<file path="src/rtl/fir_ctrl_if.sv">
// AXI-lite bundle between the host and the FIR controller's register and tap space.
interface fir_ctrl_if #(
  parameter int unsigned pADDR_WIDTH = 12,
  parameter int unsigned pDATA_WIDTH = 32
);
  logic                   awvalid;
  logic                   awready;
  logic [pADDR_WIDTH-1:0] awaddr;
  logic                   wvalid;
  logic                   wready;
  logic [pDATA_WIDTH-1:0] wdata;
  logic                   arvalid;
  logic                   arready;
  logic [pADDR_WIDTH-1:0] araddr;
  logic                   rvalid;
  logic                   rready;
  logic [pDATA_WIDTH-1:0] rdata;

  modport master (
    output awvalid, awaddr, wvalid, wdata, arvalid, araddr, rready,
    input  awready, wready, arready, rvalid, rdata
  );

  modport slave (
    input  awvalid, awaddr, wvalid, wdata, arvalid, araddr, rready,
    output awready, wready, arready, rvalid, rdata
  );
endinterface

</file>
<file path="src/rtl/fir_ctrl.sv">
// FIR accelerator control registers, start/done/idle sequencing and tap BRAM arbitration.
// Optional reject counter at 0x14 is built when FIR_CTRL_REJCNT_EN is defined.
module fir_ctrl #(
  parameter int unsigned pADDR_WIDTH = 12,
  parameter int unsigned pDATA_WIDTH = 32,
  parameter int unsigned Tape_Num    = 11
) (
  input  logic                   axis_clk,
  input  logic                   axis_rst_n,
  fir_ctrl_if.slave              axil,
  output logic [3:0]             tap_WE,
  output logic                   tap_EN,
  output logic [pDATA_WIDTH-1:0] tap_Di,
  output logic [pADDR_WIDTH-1:0] tap_A,
  input  logic [pDATA_WIDTH-1:0] tap_Do,
  input  logic                   eng_tap_rd,
  input  logic [3:0]             eng_tap_idx,
  output logic [pDATA_WIDTH-1:0] eng_tap_data,
  output logic                   ap_start_o,
  output logic [pDATA_WIDTH-1:0] len_o,
  input  logic                   eng_done
);

  localparam logic [pADDR_WIDTH-1:0] AddrCtrl = pADDR_WIDTH'('h00);
  localparam logic [pADDR_WIDTH-1:0] AddrLen  = pADDR_WIDTH'('h10);
  localparam logic [pADDR_WIDTH-1:0] AddrRej  = pADDR_WIDTH'('h14);
  localparam logic [pADDR_WIDTH-1:0] TapBase  = pADDR_WIDTH'('h40);
  localparam logic [pADDR_WIDTH-1:0] TapLast  = pADDR_WIDTH'(32'h40 + 4 * Tape_Num - 4);

  typedef enum logic [1:0] {RIdle, RFetch, RCapt, RResp} rstate_e;

  function automatic logic is_tap(input logic [pADDR_WIDTH-1:0] a);
    return (a >= TapBase) && (a <= TapLast) && (a[1:0] == 2'b00);
  endfunction

  rstate_e                rstate_q, rstate_d;
  logic                   rpend_q, rpend_d;
  logic [pADDR_WIDTH-1:0] raddr_q, raddr_d;
  logic [pDATA_WIDTH-1:0] rdata_q, rdata_d;
  logic                   ap_start_q, ap_start_d;
  logic                   ap_done_q, ap_done_d;
  logic                   ap_idle_q, ap_idle_d;
  logic [pDATA_WIDTH-1:0] len_q, len_d;
  logic [pDATA_WIDTH-1:0] reg_rdata;

  logic busy, wr_hs, ar_hs, wr_tap, wr_start, wr_len;

  assign busy     = ~ap_idle_q;
  assign wr_hs    = axil.awvalid & axil.wvalid & (rstate_q != RFetch);
  assign ar_hs    = axil.arvalid & axil.arready;
  assign wr_tap   = wr_hs & is_tap(axil.awaddr);
  assign wr_start = wr_hs & (axil.awaddr == AddrCtrl) & axil.wdata[0];
  assign wr_len   = wr_hs & (axil.awaddr == AddrLen);

  assign axil.awready = wr_hs;
  assign axil.wready  = wr_hs;
  // A pending tap read holds off further AR handshakes until it has fetched.
  assign axil.arready = (rstate_q == RIdle) & ~rpend_q;
  assign axil.rvalid  = (rstate_q == RResp);
  assign axil.rdata   = rdata_q;

  assign ap_start_o   = ap_start_q;
  assign len_o        = len_q;
  assign eng_tap_data = tap_Do;

`ifdef FIR_CTRL_REJCNT_EN
  logic       wr_drop;
  logic [7:0] rej_q, rej_d;

  assign wr_drop = busy & (wr_start | wr_len | wr_tap);

  always_comb begin
    rej_d = rej_q;
    if (ar_hs && (axil.araddr == AddrRej)) rej_d = '0;
    if (wr_drop && (rej_d != 8'hFF)) rej_d = rej_d + 8'd1;
  end

  always_ff @(posedge axis_clk or negedge axis_rst_n) begin
    if (!axis_rst_n) rej_q <= '0;
    else             rej_q <= rej_d;
  end
`endif

  always_comb begin
    reg_rdata = '0;
    case (axil.araddr)
      AddrCtrl: reg_rdata[2:0] = {ap_idle_q, ap_done_q, ap_start_q};
      AddrLen:  reg_rdata      = len_q;
`ifdef FIR_CTRL_REJCNT_EN
      AddrRej:  reg_rdata[7:0] = rej_q;
`endif
      default:  reg_rdata      = '0;
    endcase
  end

  // ap_ctrl: the read-clear of ap_done loses to a coincident eng_done.
  always_comb begin
    ap_start_d = 1'b0;
    ap_done_d  = ap_done_q;
    ap_idle_d  = ap_idle_q;
    len_d      = len_q;
    if (ar_hs && (axil.araddr == AddrCtrl)) ap_done_d = 1'b0;
    if (eng_done) begin
      ap_done_d = 1'b1;
      ap_idle_d = 1'b1;
    end
    if (wr_start && !busy) begin
      ap_start_d = 1'b1;
      ap_idle_d  = 1'b0;
      ap_done_d  = 1'b0;
    end
    if (wr_len && !busy) len_d = axil.wdata;
  end

  always_comb begin
    rstate_d = rstate_q;
    rpend_d  = rpend_q;
    raddr_d  = raddr_q;
    rdata_d  = rdata_q;
    unique case (rstate_q)
      RIdle: begin
        if (ar_hs) begin
          raddr_d = axil.araddr;
          if (!is_tap(axil.araddr)) begin
            rdata_d  = reg_rdata;
            rstate_d = RResp;
          end else if (busy) begin
            rdata_d  = '1;
            rstate_d = RResp;
          end else if (wr_hs) begin
            rpend_d = 1'b1;
          end else begin
            rstate_d = RFetch;
          end
        end else if (rpend_q && !wr_hs) begin
          // Ownership may have passed to the engine while the read waited.
          rpend_d = 1'b0;
          if (busy) begin
            rdata_d  = '1;
            rstate_d = RResp;
          end else begin
            rstate_d = RFetch;
          end
        end
      end
      RFetch: rstate_d = RCapt;
      RCapt: begin
        rdata_d  = tap_Do;
        rstate_d = RResp;
      end
      RResp: if (axil.rready) rstate_d = RIdle;
      default: rstate_d = RIdle;
    endcase
  end

  always_comb begin
    tap_EN = 1'b0;
    tap_WE = 4'h0;
    tap_A  = '0;
    tap_Di = '0;
    if (busy) begin
      tap_EN = eng_tap_rd;
      tap_A  = pADDR_WIDTH'({eng_tap_idx, 2'b00});
    end else if (wr_tap) begin
      tap_EN = 1'b1;
      tap_WE = 4'hF;
      tap_A  = axil.awaddr - TapBase;
      tap_Di = axil.wdata;
    end else if (rstate_q == RFetch) begin
      tap_EN = 1'b1;
      tap_A  = raddr_q - TapBase;
    end
  end

  always_ff @(posedge axis_clk or negedge axis_rst_n) begin
    if (!axis_rst_n) begin
      rstate_q   <= RIdle;
      rpend_q    <= 1'b0;
      raddr_q    <= '0;
      rdata_q    <= '0;
      ap_start_q <= 1'b0;
      ap_done_q  <= 1'b0;
      ap_idle_q  <= 1'b1;
      len_q      <= '0;
    end else begin
      rstate_q   <= rstate_d;
      rpend_q    <= rpend_d;
      raddr_q    <= raddr_d;
      rdata_q    <= rdata_d;
      ap_start_q <= ap_start_d;
      ap_done_q  <= ap_done_d;
      ap_idle_q  <= ap_idle_d;
      len_q      <= len_d;
    end
  end

endmodule

</file>
<file path="src/flat_wrapper.sv">
// flat-port wrapper written by rule: the top's interface ports become plain ports
module fir_ctrl_flat 
#(
  parameter int unsigned pADDR_WIDTH = 12,
  parameter int unsigned pDATA_WIDTH = 32,
  parameter int unsigned Tape_Num    = 11
)
  (axis_clk, axis_rst_n, tap_WE, tap_EN, tap_Di, tap_A, tap_Do, eng_tap_rd, eng_tap_idx, eng_tap_data, ap_start_o, len_o, eng_done, axil_awvalid, axil_awaddr, axil_wvalid, axil_wdata, axil_arvalid, axil_araddr, axil_rready, axil_awready, axil_wready, axil_arready, axil_rvalid, axil_rdata);
  fir_ctrl_if #(.pADDR_WIDTH(pADDR_WIDTH), .pDATA_WIDTH(pDATA_WIDTH)) axil_i ();
  input  logic axis_clk;
  input  logic axis_rst_n;
  output logic [3:0] tap_WE;
  output logic tap_EN;
  output logic [pDATA_WIDTH-1:0] tap_Di;
  output logic [pADDR_WIDTH-1:0] tap_A;
  input  logic [pDATA_WIDTH-1:0] tap_Do;
  input  logic eng_tap_rd;
  input  logic [3:0] eng_tap_idx;
  output logic [pDATA_WIDTH-1:0] eng_tap_data;
  output logic ap_start_o;
  output logic [pDATA_WIDTH-1:0] len_o;
  input  logic eng_done;
  input wire logic [$bits(axil_i.awvalid)-1:0] axil_awvalid;
  input wire logic [$bits(axil_i.awaddr)-1:0] axil_awaddr;
  input wire logic [$bits(axil_i.wvalid)-1:0] axil_wvalid;
  input wire logic [$bits(axil_i.wdata)-1:0] axil_wdata;
  input wire logic [$bits(axil_i.arvalid)-1:0] axil_arvalid;
  input wire logic [$bits(axil_i.araddr)-1:0] axil_araddr;
  input wire logic [$bits(axil_i.rready)-1:0] axil_rready;
  output wire logic [$bits(axil_i.awready)-1:0] axil_awready;
  output wire logic [$bits(axil_i.wready)-1:0] axil_wready;
  output wire logic [$bits(axil_i.arready)-1:0] axil_arready;
  output wire logic [$bits(axil_i.rvalid)-1:0] axil_rvalid;
  output wire logic [$bits(axil_i.rdata)-1:0] axil_rdata;
  assign axil_i.awvalid = axil_awvalid;
  assign axil_i.awaddr = axil_awaddr;
  assign axil_i.wvalid = axil_wvalid;
  assign axil_i.wdata = axil_wdata;
  assign axil_i.arvalid = axil_arvalid;
  assign axil_i.araddr = axil_araddr;
  assign axil_i.rready = axil_rready;
  assign axil_awready = axil_i.awready;
  assign axil_wready = axil_i.wready;
  assign axil_arready = axil_i.arready;
  assign axil_rvalid = axil_i.rvalid;
  assign axil_rdata = axil_i.rdata;
  fir_ctrl #(.pADDR_WIDTH(pADDR_WIDTH), .pDATA_WIDTH(pDATA_WIDTH), .Tape_Num(Tape_Num)) u_core (.axis_clk(axis_clk), .axis_rst_n(axis_rst_n), .axil(axil_i), .tap_WE(tap_WE), .tap_EN(tap_EN), .tap_Di(tap_Di), .tap_A(tap_A), .tap_Do(tap_Do), .eng_tap_rd(eng_tap_rd), .eng_tap_idx(eng_tap_idx), .eng_tap_data(eng_tap_data), .ap_start_o(ap_start_o), .len_o(len_o), .eng_done(eng_done));
endmodule
</file>
<file path="config.mk">
export PLATFORM = sky130hd
export DESIGN_NAME = fir_ctrl_flat
export DESIGN_NICKNAME = d
export VERILOG_FILES = /design/src/rtl/fir_ctrl_if.sv /design/src/rtl/fir_ctrl.sv /design/src/flat_wrapper.sv
export SDC_FILE = /design/constraint.sdc
export NUM_CORES = 1
export LEC_CHECK = 0
export BUFFER_PORTS_ARGS = -buffer_cell sky130_fd_sc_hd__buf_2
export CAP_MARGIN = 20
export CORE_ASPECT_RATIO = 1.5
export CORE_UTILIZATION = 46
export DETAILED_ROUTE_END_ITERATION = 10
export PLACE_DENSITY = 0.82
export REMOVE_ABC_BUFFERS = 1
export SLEW_MARGIN = 20
export SYNTH_ARGS = -nofsm -noshare
export SYNTH_HDL_FRONTEND = slang
export SYNTH_SLANG_ARGS = --single-unit
</file>
<file path="constraint.sdc">
create_clock -name axis_clk -period 5 [get_ports axis_clk]
set_input_delay 1.5 -clock axis_clk [delete_from_list [all_inputs] [get_ports axis_clk]]
set_output_delay 1.5 -clock axis_clk [all_outputs]
set_load 0.005 [all_outputs]
</file>
==> results.md <==
- Outcome: completed
- EDFF count, synth: 0
- Critical Path End: tap_Di[23]
- CP max FO: 39
- CP max stage cell: nor4b_4
- Average size of a mapped cell: 10.50 um2
- Synth Area in Simple Gates: 13.62%
- Period minus WS final: 4751 ps
- Clock skew: 12.15 ps
- Post-synth cell types: 52
- Worst Path Buf+Inv: 4
- Vias: 4345
- Post_cts resized: 0
- Crit path arrival time: 3250 ps
- Min-Delay Path Class: register to register
- CTS Hold Bufs: 0
- Ports: 250
- Final Hold Vio Count: 0
- Largest net degree at the start of global routing: 83
- Yosys warns: 0
- CP Launch Point: axil_awaddr[6]
- Layout cell share with drive strength beyond 1: 54.56%
- Antenna violations before repair: 0
- Reg-to-reg startpoint: u_core.rstate_q[0]
- I/O Buffers: 249
- Crit path launch type: primary input
- Post-synthesis sequential area ratio: 42.80%
- H-tree levels: 3
- Post-synthesis sequential element count: 82
- Max-slew violation count: 0
- Total power: 2.783 mW
- Die Footprint: 10850 um2
- Post-CTS Setup Inserts: 0
- Area delta synth->final: 27.52%
- Slew @ Worst Pin: 917.9 ps
- TritonCTS Buffers: 9
- Adder-cell share of the synthesized area: 2.087%
- Max Clk Rate: 210.5 MHz
- Iter 0 DRT Violations: 156
- GRT Total Usage: 24.24%
- Proportion of synthesized area in mux cells: 11.29%
- Cell Count, Final, Fillers Out: 775
- CTS tree: yes
- Final #Nets: 762
- Cells after Synth: 457
- PwrDens: 454.9 nW/um2
- Final core utilization: 60.36%
- Compound-Gate Fraction of Synth Area: 18.65%
- Design Area, Final: 6117 um2
- Half-perimeter wire length after detailed placement: 9705 um
- Number of max-cap violations: 0
- Path depth of the worst reg2reg path: 8
- Remaining global-route overflow: 0
- Die X: 85.38 um
- Final Wtd Congestion: 0.8516
- Post-synth ARST share: 100.0%
- Setup slack, reg-to-reg: 1970 ps
- Vias in the first global route: 4091
- Initial core utilization: 47.33%
- Maximum clock path buffer count: 2
- Critical path type: primary input to output pin
- Cell Area, Synth: 4797 um2
- Clock Tree Root: clkbuf_16
- DIE HEIGHT: 127.1 um
- Ant. Diodes: 0
- Slew HR: 38.76%
- Placed instance area: 5796 um2
- Worst vdd ir: 0.2570 mV
- XOR/XNOR Fraction of Synth Area: 1.095%
- Crit-path max cell delay: 310 ps
- Crit path required time: 3500 ps
- Worst-path clk slew: 60 ps
- R2R Path End: u_core.axil.rdata[31]
- Placed Cells incl. Taps: 760
- Main flop type after synthesis: dfrtp_1
- Setup violators final: 0
- Fillers: 863
- Clk_lat worst skew: 330 ps
- Period utilization: 95.02%
- CP Cell Sequence: buf_2 -> inv_1 -> ha_1 -> a211oi_1 -> nand4_1 -> nor4b_4 -> buf_12 -> and2_1 -> buf_2
- Sinks on Clock Net: 82
- DRT Pass-1 Iters: 4
- Drt total wl: 13310 um
- Largest family of logic cells by synthesized area: compound AO/OA/AOI/OAI gates
- DRC: 0
- Routed length per instance: 17.17 um
- Vias/cell: 5.606
- Core area: 10130 um2
- Leak Pwr: 3.202 nW
- Final TNS setup: 0 ps
- First-pass GRT wire length: 20530 um
- RSZ-0062 raised after global routing: no
- Levels on crit path: 9
- Cell mode on critical path: buf_2
- Nature of the critical path endpoint: output pin
- Num rows: 45
- Final ANT Viol Nets: 0
- CP delay by family, top: simple AND/OR/NAND/NOR gates
layout make-up:
type,instances,area [um2],area share (%)
clock buffers,9,225.2,3.682
clock inverters,6,92.59,1.514
inverters,12,45.04,0.7363
multi-input cells,294,2245,36.69
flip-flops and latches,82,2053,33.57
well taps,117,146.4,2.393
repair buffers,255,1310,21.42
how the worst min path moves through the flow:
stage | start | to | slack (ps) | depth (start not counted)
after floorplan | u_core.raddr_q[0] | u_core.raddr_q[0] | 470 | 1
after detailed placement | u_core.raddr_q[5] | u_core.raddr_q[5] | 490 | 1
after CTS | u_core.raddr_q[5] | u_core.raddr_q[5] | 510 | 1
after global placement | u_core.raddr_q[0] | u_core.raddr_q[0] | 490 | 1
after global routing | u_core.raddr_q[0] | u_core.raddr_q[0] | 510 | 1
final | u_core.raddr_q[5] | u_core.raddr_q[5] | 500 | 1
logic make-up after synthesis:
logic type / after synthesis
AO/OA/AOI/OAI: 124
AND/OR/NAND/NOR: 109
flip-flops: 82
buffers and inverters: 81
multiplexers: 47
adder cells (fa/ha/maj): 8
XOR/XNOR: 6
synth_stat cells, types with 6 or more instances:
cell type / instances / area [um2]
buf_6: 7 / 78.83
nor3_1: 6 / 30.03
mux2_2: 41 / 461.7
ha_1: 8 / 100.1
o21ai_0: 37 / 185.2
dfrtp_1: 81 / 2027
nor2_1: 13 / 48.80
clkbuf_1: 19 / 71.32
and2_1: 33 / 206.5
nand3_1: 9 / 45.04
nand2_1: 20 / 75.07
o221a_2: 31 / 349.1
buf_4: 37 / 277.8
a21oi_1: 40 / 200.2
inv_1: 12 / 45.04
worst register-to-register path: stages, from the launching register on:
cell      delay [ps]
dfrtp_1          410
inv_1            120
ha_1             360
nor2b_1          280
nand2_1          540
nor2_2           590
buf_4            320
a32o_1           220
a211oi_1          60
sequential cells by signal, summed over array words and instances, names as in the netlist:
name               flops
u_core.axil.rdata     32
u_core.len_o          32
u_core.raddr_q        12
u_core.rstate_q        2
u_core.ap_done_q       1
u_core.ap_idle_q       1
u_core.ap_start_o      1
u_core.rpend_q         1
power breakdown:
group | switching (mW) | total (mW) | internal [mW] | leakage, nW
Sequential | 0.120 | 0.987 | 0.867 | 1.03
Clock | 0.264 | 0.700 | 0.436 | 0.148
Combinational | 0.518 | 1.10 | 0.577 | 2.03
Total | 0.902 | 2.78 | 1.88 | 3.20
metal layers:
metal | vias to the layer above | part of all wire [%] | GRT usage, %
li1 | 2014 | - | -
met1 | 2111 | 38 | 27.50
met2 | 199 | 54 | 45.59
met3 | 21 | 5.2 | 4.264
met4 | 0 | 1.9 | 7.745
met5 | - | 0 | 0
stage by stage:
step,worst slack [ps],hold slack [ps]
detailed placement,248.1,493.1
floorplan,149.6,471.3
CTS,242.7,507.1
global route,89.53,514.4
global placement,365.8,487.1
finish,249.0,504.4
placed cells by master, fill, tap and decap left out, types with 6 or more instances in the layout:
cell and n:
inv_1 12, nand3_1 9, and2_1 33, nor2_1 12, ha_1 8, o21ai_0 37, clkbuf_16 9, mux2_2 41
nor3_1 6, o221a_2 31, nand2_1 20, a21oi_1 40, buf_2 248, dfrtp_1 81
No activity file was read; power rests on OpenSTA's default activity.
